--- src/rtl/fastest_finger_first.sv ---
// Two-contestant buzzer lockout. The first synchronised rising edge wins and latches until reset.
// Optional feature macro: FFF_TIE_PRIORITY_EN gives contestant 1 priority on a same-cycle press.
module fastest_finger_first #(
  parameter int SYNC_STAGES = 2
) (
  input  logic       clk,
  input  logic       rst,
  input  logic       buzzer_user1,
  input  logic       buzzer_user2,
  output logic       winner_user1,
  output logic       winner_user2,
  output logic [1:0] dbg_state_o
);

  typedef enum logic [1:0] {
    IDLE = 2'b00,
    WIN1 = 2'b01,
    WIN2 = 2'b10,
    TIE  = 2'b11
  } state_t;

  state_t     state_q;
  logic [1:0] sync_q [SYNC_STAGES];
  logic [1:0] prev_q;
  logic [1:0] press_d;

  // Bit 0 tracks contestant 1, bit 1 contestant 2. Reset loads "pressed" so a
  // button held through reset release must be released and pressed again.
  always_ff @(posedge clk) begin
    if (!rst) begin
      for (int i = 0; i < SYNC_STAGES; i++) sync_q[i] <= 2'b11;
      prev_q <= 2'b11;
    end else begin
      sync_q[0] <= {buzzer_user2, buzzer_user1};
      for (int i = 1; i < SYNC_STAGES; i++) sync_q[i] <= sync_q[i-1];
      prev_q <= sync_q[SYNC_STAGES-1];
    end
  end

  assign press_d = sync_q[SYNC_STAGES-1] & ~prev_q;

  always_ff @(posedge clk) begin
    if (!rst) begin
      state_q <= IDLE;
    end else begin
      case (state_q)
        IDLE: begin
          case (press_d)
            2'b01:   state_q <= WIN1;
            2'b10:   state_q <= WIN2;
`ifdef FFF_TIE_PRIORITY_EN
            2'b11:   state_q <= WIN1;
`else
            2'b11:   state_q <= TIE;
`endif
            default: state_q <= IDLE;
          endcase
        end
        default: state_q <= state_q;
      endcase
    end
  end

  // Decisions are terminal, so outputs depend on the state register only.
  assign winner_user1 = (state_q == WIN1);
  assign winner_user2 = (state_q == WIN2);
  assign dbg_state_o  = state_q;

endmodule

--- config.mk ---
export PLATFORM = sky130hd
export DESIGN_NAME = fastest_finger_first
export DESIGN_NICKNAME = d
export VERILOG_FILES = /design/src/rtl/fastest_finger_first.sv
export SDC_FILE = /design/constraint.sdc
export NUM_CORES = 1
export LEC_CHECK = 0
export ABC_AREA = 1
export CAP_MARGIN = 5
export CORE_AREA = 2 2 39 41
export CTS_CLUSTER_SIZE = 14
export DETAILED_ROUTE_END_ITERATION = 10
export DIE_AREA = 0 0 41 43
export GPL_TIMING_DRIVEN = 0
export PLACE_DENSITY = 0.45
export SYNTH_ARGS = -nofsm -noshare
export SYNTH_HDL_FRONTEND = slang
export SYNTH_SLANG_ARGS = --single-unit
--- constraint.sdc ---
create_clock -name clk -period 0.8 [get_ports clk]
set_input_delay 0.08 -clock clk [delete_from_list [all_inputs] [get_ports clk]]
set_output_delay 0.08 -clock clk [all_outputs]
set_load 0.005 [all_outputs]
==> out/results.tsv, run 1 <==
metric	value	unit
status	complete, but fails checks	
startpoint	dbg_state_o[0]$_SDFFE_PN0N_	
drt-met1-wl	210	µm
die_w	41	µm
synthAdderAreaFrac	0	
fp.coreArea	1380	µm²
clk-insertion-delay-late	0.25	ns
slew_headroom	0.888	
diodes	0	
first_iter_violations	3	
antenna_found_initial	0	
post-route-period-util	1.20	
synth_top_family_by_area	buffers and inverters	
drc	0	
required	0.72	ns
crit_end	winner_user1	
critPathSlowestCell	dfxtp_2	
cp-start-kind	register	
violations	setup timing	
synth-compound-area-share	0.0377	
drt-vias-per-instance	3.50	
die_y	43	µm
synthMuxAreaShare	0	
dpl_worst_slack	-0.262	ns
wl_per_cell	7.12	µm
layout_setup_ws	-0.161	ns
grt_pass1_vias	169	
port_buffers	6	
crit_path_max_fanout	4	
track_usage	0.0625	
r2r_end	dbg_state_o[0]$_SDFFE_PN0N_	
synth_xor_area_frac	0	
grt_overflow_total	0	
initial_core_util	0.192	
worstMarginPinSlew	0.169	ns
fin_area	450	µm²
synth-async-reset-ratio	0	
worstPathBufferInverterCount	3	
yosys-top-cells-area	dfxtp_1 60%, inv_1 17%, nand2_1 14%	
rr_worst_depth	6	
detail_route.first_pass.iterations	4	
nFillCells	153	
ys_seq_area_frac	0.604	
cts_hold_buf	0	
ios	8	
synth-seq-cells	8	
setup_viol	4	
htree_levels	1	
path_clk_slew	0.05	ns
multi_input_area	73.8	µm²
synth_cell_types	6	
synthTopCellsByCount	12 x inv_1, 10 x nand2_1, 8 x dfxtp_1, 2 x a21oi_1, 2 x nor2_1	
setup-tns-final	-0.505	ns
drive_above_1_share	0.462	
dieArea	1760	µm²
fmax	1040	MHz
cts_made_buffers	3	
root_buffer	clkbuf_4	
syn_area	265	µm²
rsz0062_at_grt	yes	
synth_top_cell_area_share	0.604	
place.gp.congestion	0.559	
whs	0.0875	ns
layout.nets	58	
crit_chain	buf_6 -> nand2_4 -> inv_2 -> buf_6	
route.met3.wl	45	µm
critPathCaptureType	output pin	
synth_simple_gate_area_share	0.170	
tritoncts	built	
cp.depth	4	
min_path_type	primary input to register	
power_density	1790	nW/µm²
dpl_cell_area	345	µm²
maxCapViolCount	0	
clockBufferDepth	2	
reg2reg_from	dbg_state_o[1]$_SDFFE_PN0N_	
seq_area	163	µm²
synth_flop_cell	dfxtp_1	
fp-row-count	14	
ir_drop	0.000873	V
hpwlAfterDp	249	µm
cp_top_family	flip-flops	
drv_slew	0	
top_layer_used	met4	
syn2layout_area_growth	69.8	%
arrival	0.88	ns
ys_warn_count	0	
synth.most_common_cell	inv_1	
rrSetupSlack	-0.10	ns
cpPeakStageDelay	0.33	ns
postRouteAntennaNets	0	
syn_avg_cell_area	7.58	µm²
synthesis.nets	39	
layout_min_cycle_time	0.961	ns
totalWireLength	484	µm
cts.sinks	8	
crit_type	register to output pin	
wl_met2	224	µm
grt_pass1_wl	621	µm
synthCells	35	
yosys.area.top_type	dfxtp_1	
fin_skew	0.00200	ns
grt_max_degree	9	
finalHoldViolCount	0	
synth_edf_count	0	
crit_path_frequent_cell	buf_6	
p_leak	0.266	nW
dr_total_vias	238	
==> metal layers <==
| layer | track usage | vias up |
|---|---|---|
| li1 | - | 128 |
| met1 | 0.0554 | 98 |
| met2 | 0.0750 | 10 |
| met3 | 0.0628 | 2 |
| met4 | 0.0600 | 0 |
| met5 | 0 | - |
==> worst min-delay path by stage <==
| stage | startpoint | depth (start not counted) | slack (ns) | to |
|---|---|---|---|---|
| 2_1_floorplan | buzzer_user1 | 2 | 0.16 | sync_q[0][0]$_SDFF_PN1_ |
| 3_3_place_gp | rst | 2 | 0.33 | sync_q[0][1]$_SDFF_PN1_ |
| 3_5_place_dp | rst | 2 | 0.33 | sync_q[0][2]$_SDFF_PN1_ |
| 4_1_cts | rst | 2 | 0.07 | sync_q[0][2]$_SDFF_PN1_ |
| 5_1_grt | rst | 2 | 0.09 | prev_q[1]$_SDFF_PN1_ |
| 6_report | rst | 2 | 0.09 | sync_q[0][1]$_SDFF_PN1_ |
==> power breakdown <==
part	switching, mW	internal [mW]	leakage (nW)	total (mW)
combinational	0.0316	0.0473	0.186	0.0790
sequential	0.00719	0.415	0.0667	0.422
clock	0.134	0.171	0.0138	0.305
==> layout by cell type (no fill, tap or decap), types with 2 or more instances in the layout <==
| cell type | n |
|---|---|
| nand2_2 | 3 |
| dfxtp_2 | 2 |
| buf_2 | 3 |
| buf_4 | 4 |
| buf_6 | 5 |
| clkdlybuf4s50_1 | 2 |
| dfxtp_1 | 6 |
| inv_1 | 11 |
| nor2_1 | 2 |
| nand2_1 | 6 |
| clkbuf_4 | 3 |
==> area by class of cell <==
cell class	instances	area share
clock buffer	3	0.0500
timing repair buffer	14	0.269
buffer	1	0.0111
multi-input combinational	14	0.164
tap	16	0.0444
inverter	12	0.100
sequential	8	0.361
==> stage by stage <==
stage / instances / utilization / power (mW)
after global routing: 68 / 0.325 / 0.844
final: 68 / 0.325 / 0.806
after global placement: 57 / 0.250 / 0.480
after detailed placement: 57 / 0.250 / 0.482
after CTS: 67 / 0.310 / 0.811
after floorplan: 35 / - / 0.455
==> registers in the layout, indices dropped and copies added, names as in the netlist <==
register and count:
sync_q 4, dbg_state_o 2, prev_q 2
==> cells by family after synthesis <==
logic type / after synthesis
AOI/OAI and AO/OA: 2
buffers and inverters: 13
DFF: 8
and+or+nand+nor: 12
==> worst register-to-register path, stage by stage, from the launching register on <==
cell and delay [ns]:
dfxtp_2 0.34, buf_6 0.10, nand2_2 0.04, buf_4 0.12
buf_4 0.12, nand2_2 0.04, nor2_1 0.03
==> timing repair <==
action,in CTS,in global routing
buffers inserted,7,1
cloned,0,0
pin swaps,3,1
resized for setup,19,10
endpoints found under the setup margin,4,6
(Power assumes the default switching activity.)
==> run 2: changes to the inputs <==
CTS_BUF_LIST = sky130_fd_sc_hd__clkbuf_4 sky130_fd_sc_hd__clkbuf_8   (was default)
==> results of run 2 <==
Same layout as run 1: the final DEF is identical, and so are final timing and power.
